$ cat src/rtl/stopwatch_pkg.sv
// Shared encodings, digit limits and time layout for the stopwatch controller.
package stopwatch_pkg;

  localparam int unsigned DIGIT_W      = 4;
  localparam int unsigned TENTHS_MAX   = 9;
  localparam int unsigned SEC_ONES_MAX = 9;
  localparam int unsigned SEC_TENS_MAX = 5;
  localparam int unsigned MIN_ONES_MAX = 9;

  typedef enum logic [1:0] {
    IDLE = 2'b00,
    RUN  = 2'b01,
    LAP  = 2'b10,
    STOP = 2'b11
  } sw_state_e;

  typedef struct packed {
    logic [DIGIT_W-1:0] min_tens;
    logic [DIGIT_W-1:0] min_ones;
    logic [DIGIT_W-1:0] sec_tens;
    logic [DIGIT_W-1:0] sec_ones;
    logic [DIGIT_W-1:0] tenths;
  } sw_time_t;

endpackage

$ cat src/rtl/bcd_digit_counter.sv
// Single BCD digit: rolls MAX->0 on inc, holds while sat, clr has priority.
module bcd_digit_counter
  import stopwatch_pkg::*;
#(
  parameter int unsigned MAX = 9
) (
  input  logic               clk,
  input  logic               resetn,
  input  logic               inc,
  input  logic               clr,
  input  logic               sat,
  output logic [DIGIT_W-1:0] digit,
  output logic               at_max
);

  logic [DIGIT_W-1:0] digit_q;

  assign at_max = (digit_q == DIGIT_W'(MAX));
  assign digit  = digit_q;

  always_ff @(posedge clk or negedge resetn) begin
    if (!resetn) begin
      digit_q <= '0;
    end else if (clr) begin
      digit_q <= '0;
    end else if (inc && !sat) begin
      digit_q <= at_max ? '0 : digit_q + 4'd1;
    end
  end

endmodule

$ cat src/rtl/stopwatch_ctrl.sv
// Run/stop/lap/reset controller: BCD MM:SS.t accumulator, lap snapshot and display mux.
module stopwatch_ctrl
  import stopwatch_pkg::*;
#(
  parameter int unsigned MIN_LIMIT = 59,
  parameter bit          WRAP_EN   = 1'b1
) (
  input  logic                 clk,
  input  logic                 resetn,
  input  logic                 start_stop_p,
  input  logic                 lap_reset_p,
  input  logic                 tick_100ms,
  output logic                 cnt_enable,
  output logic                 cnt_clear,
  output logic [1:0]           state_o,
  output logic                 lap_active,
  output logic                 overflow_p,
  output logic [DIGIT_W-1:0]   disp_tenths,
  output logic [DIGIT_W-1:0]   disp_sec_ones,
  output logic [DIGIT_W-1:0]   disp_sec_tens,
  output logic [DIGIT_W-1:0]   disp_min_ones,
  output logic [DIGIT_W-1:0]   disp_min_tens
);

  localparam int unsigned      MinTensMax = MIN_LIMIT / 10;
  localparam logic [DIGIT_W-1:0] MinOnesLim = DIGIT_W'(MIN_LIMIT % 10);

  sw_state_e state_q, state_d;
  sw_time_t  time_live, lap_q, lap_d, disp_q;
  logic      lap_active_q, overflow_q, cnt_clear_q;

  logic [DIGIT_W-1:0] t_dig, so_dig, st_dig, mo_dig, mt_dig;
  logic               t_max, so_max, st_max, mo_max, mt_max;
  logic               counting, tick_cnt, at_limit, limit_hit, sat_stop;
  logic               stop_clear, time_clr, sat, lap_capture;
  logic               c_t, c_so, c_st, c_mo;

  assign counting   = (state_q == RUN) || (state_q == LAP);
  assign tick_cnt   = tick_100ms && counting;
  // min_tens never exceeds MIN_LIMIT/10, so its at_max doubles as the limit compare.
  assign at_limit   = t_max && so_max && st_max && mt_max && (mo_dig == MinOnesLim);
  assign limit_hit  = tick_cnt && at_limit;
  assign sat_stop   = limit_hit && !WRAP_EN;
  assign stop_clear = (state_q == STOP) && lap_reset_p && !start_stop_p;
  assign time_clr   = stop_clear || (limit_hit && WRAP_EN);
  assign sat        = at_limit && !WRAP_EN;

  assign c_t  = tick_cnt && t_max;
  assign c_so = c_t && so_max;
  assign c_st = c_so && st_max;
  assign c_mo = c_st && mo_max;

  bcd_digit_counter #(.MAX(TENTHS_MAX)) u_tenths (
    .clk    (clk),
    .resetn (resetn),
    .inc    (tick_cnt),
    .clr    (time_clr),
    .sat    (sat),
    .digit  (t_dig),
    .at_max (t_max)
  );

  bcd_digit_counter #(.MAX(SEC_ONES_MAX)) u_sec_ones (
    .clk    (clk),
    .resetn (resetn),
    .inc    (c_t),
    .clr    (time_clr),
    .sat    (sat),
    .digit  (so_dig),
    .at_max (so_max)
  );

  bcd_digit_counter #(.MAX(SEC_TENS_MAX)) u_sec_tens (
    .clk    (clk),
    .resetn (resetn),
    .inc    (c_so),
    .clr    (time_clr),
    .sat    (sat),
    .digit  (st_dig),
    .at_max (st_max)
  );

  bcd_digit_counter #(.MAX(MIN_ONES_MAX)) u_min_ones (
    .clk    (clk),
    .resetn (resetn),
    .inc    (c_st),
    .clr    (time_clr),
    .sat    (sat),
    .digit  (mo_dig),
    .at_max (mo_max)
  );

  bcd_digit_counter #(.MAX(MinTensMax)) u_min_tens (
    .clk    (clk),
    .resetn (resetn),
    .inc    (c_mo),
    .clr    (time_clr),
    .sat    (sat),
    .digit  (mt_dig),
    .at_max (mt_max)
  );

  assign time_live = {mt_dig, mo_dig, st_dig, so_dig, t_dig};

  // Lap capture uses the pre-edge live time; a forced saturation stop suppresses it.
  assign lap_capture = lap_reset_p && !start_stop_p && counting && !sat_stop;

  always_comb begin
    state_d = state_q;
    lap_d   = lap_q;
    unique case (state_q)
      IDLE: if (start_stop_p) state_d = RUN;
      RUN: begin
        if (start_stop_p)     state_d = STOP;
        else if (lap_reset_p) state_d = LAP;
      end
      LAP:  if (start_stop_p) state_d = STOP;
      STOP: begin
        if (start_stop_p)     state_d = RUN;
        else if (lap_reset_p) state_d = IDLE;
      end
      default: state_d = IDLE;
    endcase
    if (sat_stop) state_d = STOP;
    if (stop_clear)       lap_d = '0;
    else if (lap_capture) lap_d = time_live;
  end

  always_ff @(posedge clk or negedge resetn) begin
    if (!resetn) begin
      state_q      <= IDLE;
      lap_q        <= '0;
      disp_q       <= '0;
      lap_active_q <= 1'b0;
      overflow_q   <= 1'b0;
      cnt_clear_q  <= 1'b0;
    end else begin
      state_q      <= state_d;
      lap_q        <= lap_d;
      disp_q       <= (state_q == LAP) ? lap_q : time_live;
      lap_active_q <= (state_q == LAP);
      overflow_q   <= limit_hit;
      cnt_clear_q  <= stop_clear;
    end
  end

  assign cnt_enable    = counting;
  assign cnt_clear     = cnt_clear_q;
  assign state_o       = state_q;
  assign lap_active    = lap_active_q;
  assign overflow_p    = overflow_q;
  assign disp_tenths   = disp_q.tenths;
  assign disp_sec_ones = disp_q.sec_ones;
  assign disp_sec_tens = disp_q.sec_tens;
  assign disp_min_ones = disp_q.min_ones;
  assign disp_min_tens = disp_q.min_tens;

endmodule

$ cat config.mk
export PLATFORM = sky130hd
export DESIGN_NAME = stopwatch_ctrl
export DESIGN_NICKNAME = d
export VERILOG_FILES = /design/src/rtl/stopwatch_pkg.sv /design/src/rtl/bcd_digit_counter.sv /design/src/rtl/stopwatch_ctrl.sv
export SDC_FILE = /design/constraint.sdc
export NUM_CORES = 1
export LEC_CHECK = 0
export BUFFER_PORTS_ARGS = -buffer_cell sky130_fd_sc_hd__buf_2
export CAP_MARGIN = 20
export CORE_MARGIN = 1.5
export CORE_UTILIZATION = 50
export DETAILED_ROUTE_END_ITERATION = 12
export GPL_ROUTABILITY_DRIVEN = 0
export PLACE_DENSITY_LB_ADDON = 0.1
export SLEW_MARGIN = 20
export SYNTH_ARGS = -nofsm -noshare
export SYNTH_HDL_FRONTEND = slang
export SYNTH_SLANG_ARGS = --single-unit
$ cat constraint.sdc
create_clock -name clk -period 2.4 [get_ports clk]
set_input_delay 0.24 -clock clk [delete_from_list [all_inputs] [get_ports clk]]
set_output_delay 0.24 -clock clk [all_outputs]
set_load 0.02 [all_outputs]
# After elaboration in Yosys (flattened, before gate mapping)
# Index checks and enable logic that the tools add are counted.
# word_totals
ff_bits,65
in_bits,5
output_inout_bits,26
elab_cells,86
# classes
add_sub_neg,5
eq_ne,12
muxes,25
n_reduce_logical,25
# op_table
cell,count
$mux W20,3
$mux W4,15
$add A4 B1 Y4 const B,5
$logic_and A1 B1 Y1,14
$eq A4 B4 Y1 const B,3
$mux W2,6
$reduce_bool A2 Y1,6
$eq A4 B3 Y1 const B,2
$pmux W2 S4,1
$ne A3 B3 Y1 const B,2
$eq A2 B2 Y1 const B,2
$ne A2 B2 Y1 const B,2
$reduce_and A4 Y1,1
$eq A2 B1 Y1 const B,1
$logic_not A2 Y1,1
$logic_or A1 B1 Y1,2
$logic_not A1 Y1,1

# Depth between registers and ports, before layout
# Gate-level depths: netlist of the first run.
# depth
ltp_word,9
depth_mapped,9
depth_no_buf,6

# Hierarchy
# A second synthesis of the first run with hierarchy kept.
# hier_totals
cells_unflattened,248
hier_area_um2,3066.7
# by_module_without_submodules
mod,instances,cells_per_inst,area_per_inst_um2,seq_area_each_um2
stopwatch_ctrl,1,127,1864.3,1126.1
bcd_digit_counter (u_min_ones ...),3,25,241.5,100.1
bcd_digit_counter (u_min_tens ...),2,23,239.0,100.1

# Worst setup path after synthesis of the first run
# No wires, ideal clock.
# synth_timing
kind,reg2reg
start,register state_q[0] (netlist: state_o[0])
end,register u_sec_tens.digit_q[1] (netlist: u_sec_tens.digit[1])
setup_time_ps,107
arrival_ps,2106
required_time_ps,2293
slack_ps,187
path_stages_with_launch,9
path_buffers,3
period_less_slack_ps,2213
cell_sequence,dfrtp_1 inv_1 ha_1 buf_4 and2_1 buf_4 and4_1 buf_4 a2111oi_4
# synth_via
elab_chain_cells,6
elab_cells_between_ends,13
classes_between,eq/ne: 3; mux: 1; reduce/logical: 9
# synth_lines
item,line,text
start: declaration,stopwatch_ctrl.sv:28,"sw_state_e state_q, state_d;"
start signal: assignment,stopwatch_ctrl.sv:138,state_q <= state_d;
$eq A2 B1 Y1 or $eq A2 B2 Y1 (tied branches),stopwatch_ctrl.sv:38,assign counting = (state_q == RUN) || (state_q == LAP);
$logic_or A1 B1 Y1 (*),stopwatch_ctrl.sv:38,
named net cnt_enable,stopwatch_ctrl.sv:13,"output logic cnt_enable,"
$logic_and A1 B1 Y1 (*),stopwatch_ctrl.sv:39,assign tick_cnt = tick_100ms && counting;
"$logic_and A1 B1 Y1, on equally long branches","stopwatch_ctrl.sv:42, stopwatch_ctrl.sv:48",
$logic_or A1 B1 Y1 or $logic_and A1 B1 Y1 (tied branches),"stopwatch_ctrl.sv:45, stopwatch_ctrl.sv:49",
$mux W4 or $reduce_bool A2 Y1 (tied branches),-,
end signal: assignment,bcd_digit_counter.sv:27,digit_q <= at_max ? '0 : digit_q + 4'd1;
end: declaration,bcd_digit_counter.sv:16,logic [DIGIT_W-1:0] digit_q;
# Mark *: on every way through the listed nets, which the timed path passes. The rest lies on a longest branch.
# A chain may end at the register's enable or synchronous reset.

# Worst setup path after layout of the first run
# layout_timing
start,register state_q[0] (netlist: state_o[0])
end,register u_min_tens.digit_q[2] (netlist: u_min_tens.digit[2])
# layout_via
elab_chain_cells,8
elab_cells_between_ends,15
classes_between,eq/ne: 3; mux: 1; reduce/logical: 11
# layout_lines
item,line,text
$eq A2 B1 Y1 or $eq A2 B2 Y1 (tied branches),stopwatch_ctrl.sv:38,
$logic_or A1 B1 Y1,stopwatch_ctrl.sv:38,
$logic_and A1 B1 Y1,stopwatch_ctrl.sv:39,
$logic_and A1 B1 Y1,stopwatch_ctrl.sv:48,assign c_t = tick_cnt && t_max;
$logic_and A1 B1 Y1,stopwatch_ctrl.sv:49,assign c_so = c_t && so_max;
$logic_and A1 B1 Y1,stopwatch_ctrl.sv:50,assign c_st = c_so && st_max;
$logic_and A1 B1 Y1,stopwatch_ctrl.sv:51,assign c_mo = c_st && mo_max;
$reduce_bool A2 Y1 (no source line),-,
end signal: assignment,bcd_digit_counter.sv:27,
end: declaration,bcd_digit_counter.sv:16,
# Parallel ways exist; a longest one is shown, timed or not.

==> results.md, run 1 <==
Placement:
- The detailed placer's ending HPWL is 3690 µm.
- The cell area after placement is 0.00324 mm².
- Prior to clock tree synthesis, the placed netlist has a worst setup slack of 0.175 ns.
- After detailed placement, the design holds a cell count of 366.
- During placement, the flow inserted port buffers numbering 30.

Clocking:
- The clock root buffer is sky130_fd_sc_hd__clkbuf_8.
- The number of hold buffers added after CTS was 0.
- The clock buffer count from CTS is 9.
- Clock tree synthesis found a total of 65 sinks.
- The largest buffer count on any clock path is 2.
- The count of buffers added by post-CTS timing repair for setup is 0.
- In this run the number of H-tree levels came out at 3.
- For the worst-skew pair, the clock arrives at the later sink with an insertion delay of 0.34 ns.
- TritonCTS built the clock tree.
- The post-cts repair resize count is 0.
- The clock-pin transition on the worst setup and hold timing paths is 0.07 ns.

Synthesis:
- The synthesized area per cell is 11.3 µm².
- Counting flops and latches in the post-synthesis netlist gives 65.
- The most instantiated flip-flop cell in the synthesis netlist is sky130_fd_sc_hd__dfrtp_1.
- The leading area contributor after synthesis is sky130_fd_sc_hd__dfrtp_1.
- The number of nets in the synthesized netlist is 287.
- Counting distinct cell types in the post-synthesis netlist gives 41.
- After synthesis, flip-flops and latches occupy 53.8% of the total area.
- By area the synthesized netlist is led by sky130_fd_sc_hd__dfrtp_1, sky130_fd_sc_hd__ha_1, sky130_fd_sc_hd__mux2_2, sky130_fd_sc_hd__mux2i_1, sky130_fd_sc_hd__a21oi_1.
- The synthesized design devotes to its leading area cell type 53.8% of total area.
- The post-synth design cell area is 0.00303 mm².
- The synthesized design contains 0 enable-type register cells.
- The gate count of the mapped netlist is 267.
- The warning count from the yosys run is 0.
- Counting flops with an async set or reset pin after synthesis yields a share of 100%.

Pwr:
- The total power divided by cell area is 926 mW/mm².
- The post-route total power is 3.20 mW.
- The worst-case IR drop observed on VDD is 0.788 mV.
- The leakage component of the power is 1.75 nW.

GRT:
- The via count of the first global-routing pass was 1921.
- The initial antenna violation count is 0.
- Entering global routing, the biggest net connects 66 pins.
- The all-layer global routing usage is 19.8%.
- The remaining global-route overflow is 0.
- The global-route wire length before repair is 9500 µm.

Finish:
- The footprint of the flip-flops and latches is 0.00163 mm².
- The final cell count without fillers is 382.
- The top cell types in the final layout, fill and taps aside, are sky130_fd_sc_hd__dfrtp_1, sky130_fd_sc_hd__buf_2, sky130_fd_sc_hd__nand2_1, sky130_fd_sc_hd__nor2_1, sky130_fd_sc_hd__a21oi_1.
- The multi-input combinational cells in the finished layout cover a total of 0.00127 mm².
- The final-stage net count is 322.
- The share of cells above drive strength 1 is 24.1%.
- Leaving out fill and tap cells, the most frequent cell in the layout is sky130_fd_sc_hd__dfrtp_1.
- Measured on the finished design, the core utilization comes to 58.6%.
- The repair_antennas step left the layout with diodes totalling 0.
- Relative to the synthesized area, the layout overhead comes to 14.1%.
- The total of fill cells in the finished design is 526.
- The cell area after layout is 0.00345 mm².

Drt:
- The detailed router placed 2073 vias in this run.
- The count of nets left with antenna violations once routing finished came out at 0.
- After detailed routing, the number of remaining DRC violations is 0.
- The detailed router finished its first iteration with 152 violations.
- The routed wire length per instance is 14.6 µm.
- The detailed-router iteration count before antenna repair is 4.
- The routed design has 5570 µm of wire.
- In the routed layout, each cell is associated on average with a via count of 5.43.

Timing:
- The final hold violation count is 0.
- The final clock skew is 0.00722 ns.
- The number of endpoints failing setup at the final stage is 0.
- The worst hold slack after final layout is 0.0620 ns.
- The measured slew at the worst slew-check pin is 0.807 ns.
- The setup TNS is 0 ns.
- Measured against its own limit, the worst slew margin works out to 46.2%.
- The smallest clock period supported by the final layout is computed as 2.20 ns.
- The final number of max-transition violations is 0.
- The worst path setup slack after routing is 0.198 ns.
- Static timing analysis puts the maximum clock frequency at 454 MHz.
- The worst path uses 91.7% of the clock period.
- Setup repair after global routing left no endpoint under its margin.

Critical path:
- The path type of the worst setup path is register to register.
- STA classifies the critical path startpoint as a register.
- The largest stage delay on the critical path is 0.45 ns.
- STA classifies the critical path endpoint as a register.
- The signal on the critical path passes through inv_1 > ha_1 > and2_1 > and4_1 > a31oi_1 > a311oi_1.
- In this run the critical register-to-register path is captured at u_min_tens.digit[2].
- Of all nets on the critical path, the largest fanout is 8.
- The cell family contributing the most delay on the critical path is simple AND/OR/NAND/NOR gates.
- For the worst setup path, the data arrival time is 2.45 ns.
- The required time at the worst-slack endpoint is 2.65 ns.
- Together, buffers and inverters on the worst path number 1.
- The slowest cell on the critical path is sky130_fd_sc_hd__and4_1.
- The worst register-to-register path begins at state_o[0].
- The setup slack of the worst register-to-register path is 0.20 ns.
- The number of cells traversed by the worst register-to-register path is 6.

Floorplan:
- The die covers 0.00653 mm².
- The initialized floorplan defines 28 standard-cell rows.
- The floorplan step set the die width to 80.8 µm.
- The area of the placeable core is 0.00589 mm².
- The initial cell density of the core is 51.4%.
- The top-level port count is 31.
- The die is 80.8 µm tall.

Outcome:
- The run finished with clean final reports.

Hold path:
- The class of the tightest hold or removal check is primary input to async pin.

Flow run:
- The tool flagged a number of max-cap violations equal to 0.
-- worst max path at each step --
stage                     cells past startpoint                   to       start  slack, ns
final                                         6  u_min_tens.digit[2]  state_o[0]       0.20
after floorplan                               8  u_sec_tens.digit[1]  state_o[0]       0.19
after CTS                                     6  u_min_tens.digit[2]  state_o[0]       0.18
after global routing                          6  u_min_tens.digit[2]  state_o[0]       0.04
after detailed placement                      6  u_min_tens.digit[2]  state_o[0]       0.17
after global placement                        6  u_min_tens.digit[2]  state_o[0]       0.30
-- worst register-to-register path: stages (launching register included) --
cell                       delay, ns
sky130_fd_sc_hd__dfrtp_1        0.43
sky130_fd_sc_hd__inv_1          0.12
sky130_fd_sc_hd__ha_1           0.36
sky130_fd_sc_hd__and2_1         0.38
sky130_fd_sc_hd__and4_1         0.45
sky130_fd_sc_hd__a31oi_1        0.13
sky130_fd_sc_hd__a311oi_1       0.24
-- synth_stat cells (3+ instances only) --
master and instances:
sky130_fd_sc_hd__and3b_1 3, sky130_fd_sc_hd__nand3_1 10, sky130_fd_sc_hd__mux2_2 16, sky130_fd_sc_hd__a22o_1 9, sky130_fd_sc_hd__nand3b_1 4, sky130_fd_sc_hd__nor2_1 18
sky130_fd_sc_hd__nor3_1 6, sky130_fd_sc_hd__inv_1 8, sky130_fd_sc_hd__ha_1 15, sky130_fd_sc_hd__nand2_1 23, sky130_fd_sc_hd__buf_4 4, sky130_fd_sc_hd__o21ai_0 11
sky130_fd_sc_hd__a31oi_1 3, sky130_fd_sc_hd__mux2i_1 10, sky130_fd_sc_hd__a21oi_1 18, sky130_fd_sc_hd__and2_1 3, sky130_fd_sc_hd__or3_1 6, sky130_fd_sc_hd__dfrtp_1 65
sky130_fd_sc_hd__buf_2 6
-- power by group --
group          switching (mW)  total, mW  internal, mW  leakage [nW]
sequential              0.104       1.34          1.23         0.882
combinational           0.548      0.886         0.338         0.764
clock                   0.405      0.970         0.564         0.107
-- area by class of cell --
class	count	share of cell area, %
Clock inverter	2	1.02
Tap cell	75	2.72
Inverter	8	0.870
Clock buffer	14	5.00
Timing Repair Buffer	39	6.31
Multi-Input combinational cell	179	36.9
Sequential cell	65	47.1
-- flip-flops by register name, indices dropped and copies added (netlist names) --
signal            flops
lap_q                20
disp_min_ones         4
disp_min_tens         4
disp_sec_ones         4
disp_sec_tens         4
disp_tenths           4
u_min_ones.digit      4
u_min_tens.digit      4
u_sec_ones.digit      4
u_sec_tens.digit      4
u_tenths.digit        4
state_o               2
cnt_clear             1
lap_active            1
overflow_p            1
-- logic make-up after synthesis --
family	after synthesis	share of synthesized area (%)
buffers and inverters	23	4.09
multiplexers	26	9.26
adder cells (fa/ha/maj)	15	6.20
flip-flops	65	53.8
XOR/XNOR	2	0.579
AND/OR/NAND/NOR	88	15.6
AO/OA/AOI/OAI	48	10.5
-- metal layers --
metal	GRT usage [%]	part of all wire [%]
met1	28.5	52
met2	28.1	43
met3	5.73	3.7
met4	8.28	1.6
met5	0	0
Note: power is estimated with default switching activity, not from simulation.
==> run 2, diff against run 1 <==
--- a/config.mk
+++ b/config.mk
@@ -8,7 +8,7 @@
 export BUFFER_PORTS_ARGS = -buffer_cell sky130_fd_sc_hd__buf_2
 export CAP_MARGIN = 20
 export CORE_MARGIN = 1.5
-export CORE_UTILIZATION = 50
+export CORE_UTILIZATION = 52
 export DETAILED_ROUTE_END_ITERATION = 12
 export GPL_ROUTABILITY_DRIVEN = 0
 export PLACE_DENSITY_LB_ADDON = 0.1
==> constraint.sdc (replaced) <==
create_clock -name clk -period 2.01 [get_ports clk]
set_input_delay 0.201 -clock clk [delete_from_list [all_inputs] [get_ports clk]]
set_output_delay 0.201 -clock clk [all_outputs]
set_load 0.02 [all_outputs]
==> results.md, run 2 (same netlist as run 1, synthesis figures left out) <==
Hold path:
- The worst hold path terminates at state_o[0].
- The startpoint of the tightest hold check path is start_stop_p.
- The worst hold path was traced through 2 stages.
- The class of the tightest hold or removal check is primary input to register (was primary input to async pin).

Timing:
- The number of endpoints failing setup at the final stage came to 0 (unchanged).
- The measured slew at the worst slew-check pin is 0.510 ns (was 0.807 ns).
- The minimum clock period is 1.89 ns (was 2.20 ns).
- The final hold violation count is 0 (unchanged).
- The final number of max-transition violations is 0 (unchanged).
- The share of the clock period used by the worst path after layout was 93.9% (was 91.7%).
- The final clock skew is 0.00761 ns (was 0.00722 ns).
- Unrepaired setup endpoints after global routing: false (unchanged).
- The worst path setup slack after routing is 0.122 ns (was 0.198 ns).
- The setup TNS is 0 ns (unchanged).
- The worst slew slack as a fraction of its limit came to 65.9% (was 46.2%).
- The worst hold slack after final layout is 0.150 ns (was 0.0620 ns).
- The maximum operating frequency came to 530 MHz (was 454 MHz).

Floorplan:
- The die boundary width is 79.3 µm (was 80.8 µm).
- The area of the die is 0.00628 mm² (was 0.00653 mm²).
- The top-level port count is 31 (unchanged).
- The die height is 79.3 µm (was 80.8 µm).
- The area of the placeable core is 0.00557 mm² (was 0.00589 mm²).
- The number of rows created at floorplan is 27 (was 28).
- The initial cell density of the core is 54.3% (was 51.4%).

Placement:
- The count of input and output buffers is 30 (unchanged).
- The cell area after placement was 0.00332 mm² (was 0.00324 mm²).
- The detailed placer's ending HPWL is 3780 µm (was 3690 µm).
- The number of instances in the placed design is 370 (was 366).
- The pre-CTS setup slack is 0.0123 ns (was 0.175 ns).

Finish:
- The final cell count without fillers is 386 (was 382).
- The count of inserted antenna diode cells is 0 (unchanged).
- The flip-flop count of the largest register after layout came to 20 (unchanged).
- The core utilization of the finished layout was 62.9% (was 58.6%).
- The share of cells above drive strength 1 is 28.3% (was 24.1%).
- The synthesis-to-finish area growth was 15.9% (was 14.1%).
- The final-stage net count was 330 (was 322).
- Leading cell types in the layout, fill and taps excluded: sky130_fd_sc_hd__dfrtp_1, sky130_fd_sc_hd__buf_2, sky130_fd_sc_hd__nand2_1, sky130_fd_sc_hd__a21oi_1, sky130_fd_sc_hd__nor2_1 (was sky130_fd_sc_hd__dfrtp_1, sky130_fd_sc_hd__buf_2, sky130_fd_sc_hd__nand2_1, sky130_fd_sc_hd__nor2_1, sky130_fd_sc_hd__a21oi_1).
- The commonest non-fill, non-tap cell in the layout is sky130_fd_sc_hd__dfrtp_1 (unchanged).
- The most flop-heavy register is lap_q (unchanged).
- The cell area after layout is 0.00351 mm² (was 0.00345 mm²).

Critical path:
- The path type of the worst setup path is register to register (unchanged).
- The setup slack of the worst register-to-register path came to 0.12 ns (was 0.20 ns).
- The terminus of the critical flop-to-flop path is u_sec_tens.digit[1] (was u_min_tens.digit[2]).
- The data arrival time of the worst path is 2.12 ns (was 2.45 ns).
- The required time at the worst-slack endpoint is 2.24 ns (was 2.65 ns).
- The startpoint of the worst register-to-register path is state_o[1] (was state_o[0]).
- The maximum fanout along the worst path was 8 (unchanged).
- The number of cells traversed by the worst register-to-register path is 6 (unchanged).
- The startpoint class of the critical path is a register (unchanged).
- The kind of capture point of the worst setup path is a register (unchanged).

Pwr:
- The net switching power figure is 1.28 mW (was 1.06 mW).
- The leakage component of the power is 1.77 nW (was 1.75 nW).
- The total internal power was 2.41 mW (was 2.14 mW).
- The sequential power share is 43.0% (was 41.9%).
- The total power divided by cell area is 1050 mW/mm² (was 926 mW/mm²).
- The combinational share of power was 31.6% (was 27.7%).
- The clock network fraction of total power was 25.4% (was 30.3%).
- The post-route total power came to 3.69 mW (was 3.20 mW).
- The maximum ir drop on the vdd rail came to 0.912 mV (was 0.788 mV).
- The switching fraction of total power is 34.7% (was 33.1%).

Drt:
- The total number of vias is 2130 (was 2073).
- The number of violations reported at the end of detailed-routing iteration 0 is 112 (was 152).
- The number of vias per cell after detailed routing was 5.52 (was 5.43).
- The routed wire length per instance is 15.0 µm (was 14.6 µm).
- The detailed-router iteration count before antenna repair is 4 (unchanged).
- The post-detailed-route count of antenna-violating nets is 0 (unchanged).
- The number of DRC violations after detailed routing is 0 (unchanged).
- The final wirelength came to 5780 µm (was 5570 µm).

GRT:
- The maximum number of pins on one net before global-route repair came to 66 (unchanged).
- The via count of the first global-routing pass came to 2035 (was 1921).
- The initial antenna violation count is 0 (unchanged).
- The global-route wire length before repair came to 10100 µm (was 9500 µm).
- The all-layer global routing usage came to 21.4% (was 19.8%).
- The remaining global-route overflow came to 0 (unchanged).

Clocking:
- The clock-pin transition on the worst setup and hold timing paths is 0.07 ns (about the same).
- The CTS tree is built (unchanged).
- The clock root buffer is sky130_fd_sc_hd__clkbuf_8 (unchanged).
- The later-pin clock latency in the skew report is 0.34 ns (about the same).
- The largest buffer count on any clock path is 2 (unchanged).
- The number of sinks handled by clock tree synthesis came to 65 (unchanged).
- The clock buffer count from CTS is 9 (unchanged).
- The number of levels in the clock H-tree is 3 (unchanged).

Outcome:
- Run status: finished clean (unchanged).

Flow run:
- The count of max-cap constraint violations is 0 (unchanged).
run 2: worst max-delay path, stage by stage (launching register included):
cell and delay (ns):
sky130_fd_sc_hd__dfrtp_2 0.44, sky130_fd_sc_hd__inv_1 0.14, sky130_fd_sc_hd__ha_4 0.22, sky130_fd_sc_hd__and2_2 0.26
sky130_fd_sc_hd__and4_1 0.24, sky130_fd_sc_hd__buf_4 0.18, sky130_fd_sc_hd__a2111oi_4 0.30
run 2: worst max-delay path by stage:
stage | from | endpoint | slack [ns]
6_report | state_o[1] | u_sec_tens.digit[1] | 0.12
5_1_grt | u_tenths.digit[1] | u_min_ones.digit[3] | 0.01
4_1_cts | state_o[1] | u_min_ones.digit[0] | 0.003
3_5_place_dp | state_o[1] | u_sec_ones.digit[2] | 0.01
3_3_place_gp | state_o[1] | u_min_ones.digit[3] | 0.12
2_1_floorplan | state_o[1] | u_sec_tens.digit[3] | 0.02
run 2: final cells by class:
| type | count | area [µm²] |
|---|---|---|
| fill | 479 | 2070 |
| sequential | 65 | 1630 |
| multi-input combinational | 179 | 1300 |
| timing repair buffer | 47 | 293 |
| clock buffer | 12 | 145 |
| tap | 72 | 90.1 |
| inverter | 8 | 30.0 |
| clock inverter | 3 | 17.5 |
run 2: per-layer routing:
| layer | GRT usage, % | part of all wire (%) | vias to the layer above |
|---|---|---|---|
| li1 | - | - | 1029 |
| met1 | 29.0 | 48 | 1048 |
| met2 | 32.1 | 46 | 46 |
| met3 | 6.67 | 4.6 | 7 |
| met4 | 8.42 | 1.5 | 0 |
| met5 | 0 | 0 | - |
run 2: power groups by stage:
| stage | Clock (mW) | Combinational [mW] | Sequential, mW |
|---|---|---|---|
| final | 0.939 | 1.17 | 1.59 |
| after global placement | 0 | 1.15 | 1.60 |
| after global routing | 1.04 | 1.28 | 1.61 |
| after floorplan | 0 | 0.694 | 1.71 |
| after detailed placement | 0 | 1.16 | 1.61 |
| after CTS | 0.976 | 1.17 | 1.59 |
run 2: timing repair:
item                                    in CTS  in global routing
setup buffers                                0                  0
hold endpoints to repair                    65                  0
gates cloned                                 0                  0
gates resized for setup                      2                  3
endpoints found under the setup margin       7                 14
hold buffers                                 1                  0
